### src/rtl/spi_flash_pkg.sv
// Shared types for the SPI flash read scheduler: FSM state encoding and address width.
package spi_flash_pkg;

  localparam int SPI_ADDR_W = 24;

  typedef enum logic [2:0] {
    IDLE,
    GRANT,
    ISSUE,
    WAIT_BUSY,
    WAIT_DATA,
    DONE
  } state_t;

endpackage

### src/rtl/spi_flash_rr_arb.sv
// Round-robin arbiter: combinational one-hot grant, searching from the entry after the last winner.
module spi_flash_rr_arb #(
  parameter int NREQ = 2
) (
  input  logic            i_clk,
  input  logic            i_rst,
  input  logic [NREQ-1:0] i_valid,
  input  logic            i_advance,
  output logic [NREQ-1:0] o_grant
);

  localparam int PTR_W = (NREQ > 1) ? $clog2(NREQ) : 1;
  localparam logic [PTR_W:0] NREQ_W = (PTR_W+1)'(NREQ);

  logic [PTR_W-1:0]  r_ptr;
  logic [2*NREQ-1:0] w_dbl;
  logic [NREQ-1:0]   w_rot;
  logic [PTR_W-1:0]  w_off;
  logic [PTR_W:0]    w_sum;
  logic [PTR_W:0]    w_idx_full;
  logic [PTR_W:0]    w_nxt_full;
  logic [PTR_W-1:0]  w_idx;
  logic [PTR_W-1:0]  w_nxt;

  // Rotate so bit 0 is the highest-priority requester, then take the lowest set bit.
  assign w_dbl = {i_valid, i_valid} >> r_ptr;
  assign w_rot = w_dbl[NREQ-1:0];

  always_comb begin
    w_off = '0;
    for (int k = NREQ - 1; k >= 0; k--) begin
      if (w_rot[k]) w_off = PTR_W'(k);
    end
  end

  assign w_sum      = {1'b0, r_ptr} + {1'b0, w_off};
  assign w_idx_full = (w_sum >= NREQ_W) ? (w_sum - NREQ_W) : w_sum;
  assign w_idx      = w_idx_full[PTR_W-1:0];
  assign w_nxt_full = ({1'b0, w_idx} + 1'b1 >= NREQ_W) ? '0 : ({1'b0, w_idx} + 1'b1);
  assign w_nxt      = w_nxt_full[PTR_W-1:0];

  assign o_grant = (|i_valid) ? (NREQ'(1) << w_idx) : '0;

  always_ff @(posedge i_clk) begin
    if (i_rst) begin
      r_ptr <= '0;
    end else if (i_advance && (|i_valid)) begin
      r_ptr <= w_nxt;
    end
  end

endmodule

### src/rtl/spi_flash_rd_sched.sv
// SPI flash read scheduler: round-robin requesters, byte-wise PHY reads assembled little-endian.
// Optional one-entry read cache enabled by defining SPI_FLASH_CACHE_EN.
module spi_flash_rd_sched
  import spi_flash_pkg::*;
#(
  parameter int NREQ  = 2,
  parameter int BYTES = 4
) (
  input  logic                         lsioc_clk_i,
  input  logic                         lsioc_rst_i,
  input  logic [NREQ-1:0]              req_valid_i,
  input  logic [NREQ*SPI_ADDR_W-1:0]   req_addr_i,
  output logic [NREQ-1:0]              req_ready_o,
  output logic [NREQ-1:0]              rsp_valid_o,
  output logic [31:0]                  rsp_data_o,
  input  logic                         cache_inv_i,
  output logic [SPI_ADDR_W-1:0]        phy_addr_o,
  output logic                         phy_rd_o,
  input  logic                         phy_busy_i,
  input  logic [7:0]                   phy_data_i,
  input  logic                         phy_vld_i
);

  localparam logic [1:0] LAST_CNT = 2'(BYTES - 1);

  state_t                r_state;
  logic [NREQ-1:0]       r_win;
  logic [NREQ-1:0]       r_ready;
  logic [NREQ-1:0]       r_rsp_vld;
  logic [31:0]           r_rsp_data;
  logic                  r_rd;
  logic [SPI_ADDR_W-1:0] r_addr;
  logic [SPI_ADDR_W-1:0] r_base;
  logic [1:0]            r_cnt;
  logic [31:0]           r_asm;

  logic [NREQ-1:0]       w_grant;
  logic [SPI_ADDR_W-1:0] w_req_addr;
  logic [31:0]           w_asm_nxt;
  logic [31:0]           w_hit_data;
  logic                  w_any;
  logic                  w_win_vld;
  logic                  w_cap;
  logic                  w_last;
  logic                  w_hit;

  spi_flash_rr_arb #(.NREQ(NREQ)) u_arb (
    .i_clk     (lsioc_clk_i),
    .i_rst     (lsioc_rst_i),
    .i_valid   (req_valid_i),
    .i_advance (r_state == IDLE),
    .o_grant   (w_grant)
  );

  assign w_any     = |req_valid_i;
  assign w_win_vld = |(req_valid_i & r_win);
  assign w_cap     = (r_state == WAIT_DATA) && phy_vld_i && !phy_busy_i;
  assign w_last    = (r_cnt == LAST_CNT);

  always_comb begin
    w_req_addr = '0;
    for (int i = 0; i < NREQ; i++) begin
      if (r_win[i]) w_req_addr = req_addr_i[SPI_ADDR_W*i +: SPI_ADDR_W];
    end
  end

  // Lanes at or above BYTES are never written, so they stay zero from GRANT.
  always_comb begin
    w_asm_nxt = r_asm;
    w_asm_nxt[{r_cnt, 3'b000} +: 8] = phy_data_i;
  end

`ifdef SPI_FLASH_CACHE_EN
  logic                  r_c_vld;
  logic [SPI_ADDR_W-1:0] r_c_tag;
  logic [31:0]           r_c_data;

  always_ff @(posedge lsioc_clk_i) begin
    if (lsioc_rst_i) begin
      r_c_vld  <= 1'b0;
      r_c_tag  <= '0;
      r_c_data <= '0;
    end else begin
      if (w_cap && w_last) begin
        r_c_vld  <= 1'b1;
        r_c_tag  <= r_base;
        r_c_data <= w_asm_nxt;
      end
      // Invalidate wins over a same-cycle fill.
      if (cache_inv_i) r_c_vld <= 1'b0;
    end
  end

  assign w_hit      = r_c_vld && (r_c_tag == w_req_addr);
  assign w_hit_data = r_c_data;
`else
  logic w_unused_inv;
  assign w_unused_inv = cache_inv_i;
  assign w_hit        = 1'b0;
  assign w_hit_data   = '0;
`endif

  always_ff @(posedge lsioc_clk_i) begin
    if (lsioc_rst_i) begin
      r_state    <= IDLE;
      r_win      <= '0;
      r_ready    <= '0;
      r_rsp_vld  <= '0;
      r_rsp_data <= '0;
      r_rd       <= 1'b0;
      r_addr     <= '0;
      r_base     <= '0;
      r_cnt      <= '0;
      r_asm      <= '0;
    end else begin
      r_rd      <= 1'b0;
      r_ready   <= '0;
      r_rsp_vld <= '0;
      unique case (r_state)
        IDLE: begin
          if (w_any) begin
            r_win   <= w_grant;
            r_ready <= w_grant;
            r_state <= GRANT;
          end
        end
        GRANT: begin
          r_base <= w_req_addr;
          r_cnt  <= '0;
          r_asm  <= '0;
          // A requester that let go during its ready cycle is not served.
          if (!w_win_vld) begin
            r_state <= IDLE;
          end else if (w_hit) begin
            r_rsp_vld  <= r_win;
            r_rsp_data <= w_hit_data;
            r_state    <= DONE;
          end else begin
            r_state <= ISSUE;
          end
        end
        ISSUE: begin
          if (!phy_busy_i) begin
            r_rd    <= 1'b1;
            r_addr  <= r_base + SPI_ADDR_W'(r_cnt);
            r_state <= WAIT_BUSY;
          end
        end
        WAIT_BUSY: begin
          if (phy_busy_i) r_state <= WAIT_DATA;
        end
        WAIT_DATA: begin
          if (w_cap) begin
            r_asm <= w_asm_nxt;
            r_cnt <= r_cnt + 2'd1;
            if (w_last) begin
              r_rsp_vld  <= r_win;
              r_rsp_data <= w_asm_nxt;
              r_state    <= DONE;
            end else begin
              r_state <= ISSUE;
            end
          end
        end
        DONE: begin
          r_state <= IDLE;
        end
        default: r_state <= IDLE;
      endcase
    end
  end

  assign req_ready_o = r_ready;
  assign rsp_valid_o = r_rsp_vld;
  assign rsp_data_o  = r_rsp_data;
  assign phy_rd_o    = r_rd;
  assign phy_addr_o  = r_addr;

endmodule

### config.mk
export PLATFORM = sky130hd
export DESIGN_NAME = spi_flash_rd_sched
export DESIGN_NICKNAME = d
export VERILOG_FILES = /design/src/rtl/spi_flash_pkg.sv /design/src/rtl/spi_flash_rr_arb.sv /design/src/rtl/spi_flash_rd_sched.sv
export SDC_FILE = /design/constraint.sdc
export NUM_CORES = 1
export LEC_CHECK = 0
export CAP_MARGIN = 30
export CORE_MARGIN = 1
export CORE_UTILIZATION = 40
export CTS_CLUSTER_DIAMETER = 120
export DETAILED_ROUTE_END_ITERATION = 7
export PLACE_DENSITY_LB_ADDON = 0.3
export SYNTH_ARGS = -nofsm -noshare
export SYNTH_HDL_FRONTEND = slang
export SYNTH_SLANG_ARGS = --single-unit
### constraint.sdc
create_clock -name lsioc_clk_i -period 3.3 [get_ports lsioc_clk_i]
set_input_delay 0.495 -clock lsioc_clk_i [delete_from_list [all_inputs] [get_ports lsioc_clk_i]]
set_output_delay 0.495 -clock lsioc_clk_i [all_outputs]
set_load 0.005 [all_outputs]
After elaboration in Yosys (flattened, before gate mapping) --
Index checks and enable logic that the tools add are counted.
Storage, ports and cells: bits in registers 125, bits of input ports 63
Cells by class: $add $sub $neg 6, $lt $le $gt $ge 2, equality and inequality tests 9, shifts and indexed selects 4, muxes and demuxes 19, bitwise logic cells 8, reduce and logical (&&, ||, !) cells 16
Operators with widths (count):
- case mux 32 bit (2 select lines) | 1
- two-way mux 24 bit | 2
- bitwise mux 32 bit | 1
- two-way mux 32 bit | 1
- variable shift 8 x 7 -> 32 bit (first input constant) | 1
- indexed part select 8 x 7 -> 32 bit | 1
- adder 24 x 2 -> 24 bit | 1
- two-way mux 3 bit | 5
- case mux 3 bit (5 select lines) | 1
- inequality test 2 bit (second input constant) | 4
- negation 5 -> 7 bit | 1
- inverter 1 bit | 7
- == test 3 x 2 -> 1 bit (second input constant) | 2
- AND reduction 2 bit | 3
- OR reduction 2 bit | 3
- two-way mux 1 bit | 5
- >= comparator 2 bit (second input constant) | 2
- two-way mux 2 bit | 2
- case mux 2 bit (2 select lines) | 1
- AND reduction 4 bit | 1
- OR reduction 4 bit | 1
- right shift 4 x 1 -> 2 bit | 1
- == test 3 x 1 -> 1 bit (second input constant) | 1
- == test 3 bit (second input constant) | 1
- 13 further kinds | 15

Logic depth before layout (Yosys ltp) --
word-level depth 9, mapped depth 7, mapped depth without buffers 7

Modules after synthesis --
Synthesis repeated with hierarchy kept, for this count alone.
Second synthesis, totals: cell total of the unflattened synthesis 611, area total of the unflattened synthesis 5151.2 um^2
By module, submodules not included:
- spi_flash_rd_sched | times used 1, cells each 604, area an instance 5086.1 um^2, sequential area each 2322.2 um^2
- spi_flash_rr_arb | times used 1, cells each 7, area an instance 65.1 um^2, sequential area each 20.0 um^2

Worst setup path before layout --
No wires, ideal clock.
path type flip-flop to flip-flop, start point register r_cnt[0], end point register r_addr[18], in the netlist phy_addr_o[18], arrival time 2337 ps, required time 3226 ps, setup slack 889 ps, stages on the path, launching flop included 8, buffers on the path 0, clock period less this slack 2411 ps, cells stage by stage dfxtp_1 > ha_1 > inv_1 > fa_1 > nand4b_1 > or4_1 > or3_1 > a31oi_1
Between the ends: cells in the longest elaborated chain, start to end 1
RTL lines:
- start, declared | line spi_flash_rd_sched.sv:34 | logic [1:0] r_cnt;
- start signal, assigned | line spi_flash_rd_sched.sv:155 | r_cnt <= r_cnt + 2'd1;
- adder 24 x 2 -> 24 bit | line spi_flash_rd_sched.sv:145 | r_addr <= r_base + SPI_ADDR_W'(r_cnt);
- end signal, assigned | line spi_flash_rd_sched.sv:145
- end, declared | line spi_flash_rd_sched.sv:32 | logic [SPI_ADDR_W-1:0] r_addr;
No other way between the ends. A chain may end at the register's enable or synchronous reset.

Worst setup path in the final report --
start point register r_cnt[0], end point register r_rsp_data[28], in the netlist rsp_data_o[28]
Between the ends: cells in the longest elaborated chain, start to end 3, elaborated cells on any way between the ends 6
RTL lines:
- negation 5 -> 7 bit | line spi_flash_rd_sched.sv:70 | w_asm_nxt[{r_cnt, 3'b000} +: 8] = phy_data_i;
- indexed part select 8 x 7 -> 32 bit or variable shift 8 x 7 -> 32 bit (tied branches) | line spi_flash_rd_sched.sv:70
- bitwise mux 32 bit | line spi_flash_rd_sched.sv:70
- end signal, assigned | line spi_flash_rd_sched.sv:136 | r_rsp_data <= w_hit_data;
- end signal, assigned | line spi_flash_rd_sched.sv:158 | r_rsp_data <= w_asm_nxt;
- end, declared | line spi_flash_rd_sched.sv:30 | logic [31:0] r_rsp_data;
Parallel ways exist; a longest one is shown, timed or not.

==> flow_summary.json <==
{
  "outcome": "complete, no violations",
  "tightestPinTransition_ns": 0.846,
  "root_buffer": "clkbuf_16",
  "synthToLayoutAreaGrowth_pct": 38.0,
  "power.leakage_uw": 0.00243,
  "final_cell_mix": "clkdlybuf4s50_1, dfxtp_1, nor2_1",
  "vias": 4970,
  "antenna_found_initial": 0,
  "yosysSeqAreaShare_pct": 44.5,
  "final_common_cell": "clkdlybuf4s50_1",
  "critPathKind": "reg -> reg",
  "hold_depth": 2,
  "yosysTopAreaCell": "dfxtp_1",
  "hold_buffers": 0,
  "hpwlAfterDp_mm": 9.69,
  "placedCellCount": 855,
  "syn_nets": 671,
  "hp-class": "reg -> reg",
  "synth_edf_count": 0,
  "clock_skew_ns": 0.00890,
  "path_max_fanout": 12,
  "cts_tree": "done",
  "clkLatencyLatePin_ns": 0.41,
  "max_freq_mhz": 362,
  "dieWidth_um": 116,
  "crit_arrival_ns": 3.10,
  "cts_buffers": 17,
  "routabilityCongestion": 0.750,
  "drt_iter0_markers": 401,
  "synthTopCellsByArea": "dfxtp_1, nor2_1, a221oi_1",
  "chipHeight_um": 116,
  "yosys_warnings": 0,
  "via_per_inst": 5.61,
  "port_buffers": 122,
  "grt_overflow_total": 0,
  "postCtsSetupBuffers": 0,
  "start_util_pct": 41.2,
  "synth-compound-area-share_pct": 22.5,
  "synth_top_family_by_area": "compound AO/OA/AOI/OAI gates",
  "post_cts_resized": 0,
  "nets": 773,
  "cp-end-kind": "flop",
  "drt_first_pass_iters": 6,
  "synth_fa_ha_area_share_pct": 2.06,
  "synth_xor_area_share_pct": 2.35,
  "min_to": "rsp_data_o[24]",
  "finalInstanceArea_um2": 7210,
  "cp-start-kind": "flop",
  "dieArea_um2": 13500,
  "holdCritStartpoint": "rsp_data_o[24]",
  "grt_max_degree": 57,
  "ff2ff_path_depth": 6,
  "muxShareOfSynthArea_pct": 3.24,
  "wl_mm": 14.3,
  "drc": 0,
  "maxCapViolations": 0,
  "finalSetupViolCount": 0,
  "syn_inst": 600,
  "diodes": 0,
  "finalCritPeriodShare_pct": 83.6,
  "core_area_um2": 12700,
  "htreeDepth": 4,
  "fin_cells": 886,
  "synth-seq-cells": 116,
  "cts_buffer_depth": 2,
  "slew_headroom_pct": 43.6,
  "clock-sinks": 116,
  "clk_pin_slew_worst_paths_ns": 0.05,
  "min_period_ns": 2.76,
  "synth_top_area_share_pct": 44.5,
  "fin_tns_setup_ns": 0,
  "grt_pass1_wl_mm": 22.9,
  "finalHoldViolations": 0,
  "grt_pass1_vias": 4736,
  "vdd_drop_max_uv": 346,
  "postSynth.asyncResetShare_pct": 0,
  "ys_types": 49,
  "syn_area_per_cell_um2": 8.70,
  "syn_area_um2": 5220,
  "layout-drive-gt1-share_pct": 6.72,
  "placed_area_um2": 6560,
  "worst_r2r_endpoint": "rsp_data_o[28]",
  "ys.flop_type": "dfxtp_1",
  "ff2ff_setup_slack_ns": 0.54,
  "ioPinCount": 124,
  "grt_setup_unrepaired": "false",
  "postRouteAntennaNets": 0,
  "yosys.area_share.simple_pct": 20.8,
  "drv_slew": 0,
  "fp-row-count": 41,
  "fill_cells": 1162,
  "grt_usage_pct": 22.0,
  "cp.required_ns": 3.64,
  "p_per_area_nw_per_um2": 707,
  "r2r-start": "r_cnt[0]",
  "wire_per_inst_um": 16.1
}
-- state kept, by name, indices dropped and copies added, names as in the netlist --
register / flops
rsp_data_o: 32
phy_addr_o: 24
r_asm: 24
r_base: 24
r_state: 3
r_cnt: 2
r_win: 2
req_ready_o: 2
rsp_valid_o: 2
phy_rd_o: 1
-- per-layer routing --
layer | wire length, um | track usage (%) | up-vias
li1 | - | - | 2432
met1 | 6080 | 26.2 | 2347
met2 | 6970 | 37.4 | 166
met3 | 921 | 6.18 | 25
met4 | 306 | 9.06 | 0
met5 | 0 | 0 | -
-- worst max-delay path by stage --
| stage | slack (ns) | to | from | cells past startpoint |
|---|---|---|---|---|
| final | 0.54 | rsp_data_o[28] | r_cnt[0] | 6 |
| after global routing | 0.34 | phy_addr_o[18] | r_cnt[0] | 7 |
| after CTS | 0.56 | phy_addr_o[18] | r_cnt[0] | 7 |
| after floorplan | 0.89 | phy_addr_o[18] | r_cnt[0] | 7 |
| after detailed placement | 0.58 | phy_addr_o[18] | r_cnt[0] | 7 |
| after global placement | 0.64 | phy_addr_o[18] | r_cnt[0] | 7 |
-- cells in the mapped netlist, types with 8 or more instances --
| library cell | number |
|---|---|
| nor2_1 | 88 |
| nor2b_1 | 8 |
| nand3_1 | 8 |
| a22o_1 | 8 |
| o21ai_0 | 12 |
| nand2_1 | 42 |
| a211oi_1 | 28 |
| clkbuf_1 | 48 |
| inv_1 | 12 |
| dfxtp_1 | 116 |
| a21oi_1 | 23 |
| a22oi_1 | 14 |
| nor3_1 | 26 |
| a31oi_1 | 11 |
| mux2_1 | 15 |
| o21ai_1 | 10 |
| a221oi_1 | 25 |
| a32oi_1 | 19 |
| xnor2_1 | 9 |
-- through the flow --
step	setup WS, ns	hold WS [ns]	utilization (%)	total power, uW
floorplan	0.889	0.448	-	2650
detailed placement	0.576	0.448	51.8	3120
global route	0.336	0.473	56.9	5350
CTS	0.559	0.454	56.9	5110
global placement	0.640	0.447	51.8	3080
finish	0.540	0.451	56.9	5090
-- area by class of cell --
cell class / count / area (um2) / area share (%)
clock buffers: 23 / 498 / 6.91
repair buffers: 133 / 1300 / 18.0
inverters: 13 / 48.8 / 0.677
clock inverters: 8 / 146 / 2.03
flip-flops and latches: 116 / 2320 / 32.2
multi-input cells: 421 / 2680 / 37.2
well taps: 172 / 215 / 2.99
-- worst max-delay path, cell delays in order (launching register included) --
cell      delay (ns)
dfxtp_1         0.50
clkinv_1        0.42
ha_1            0.48
or3b_1          0.39
nor4_1          0.64
a22oi_1         0.14
nor2_1          0.12
-- cell families (layout without fill, tap and decap cells) --
family,Yosys count,after routing
AO/OA/AOI/OAI,164,164
XOR/XNOR,14,14
adder cells (fa/ha/maj),8,8
buffers and inverters,63,177
flip-flops,116,116
multiplexers,15,15
AND/OR/NAND/NOR,220,220
-- where the power goes --
part,leakage (uW),switching [uW],internal (uW)
logic,0.00118,635,555
clock network,0.000315,622,1360
registers,0.000940,292,1630
total,0.00243,1550,3550
(Power assumes the default switching activity.)
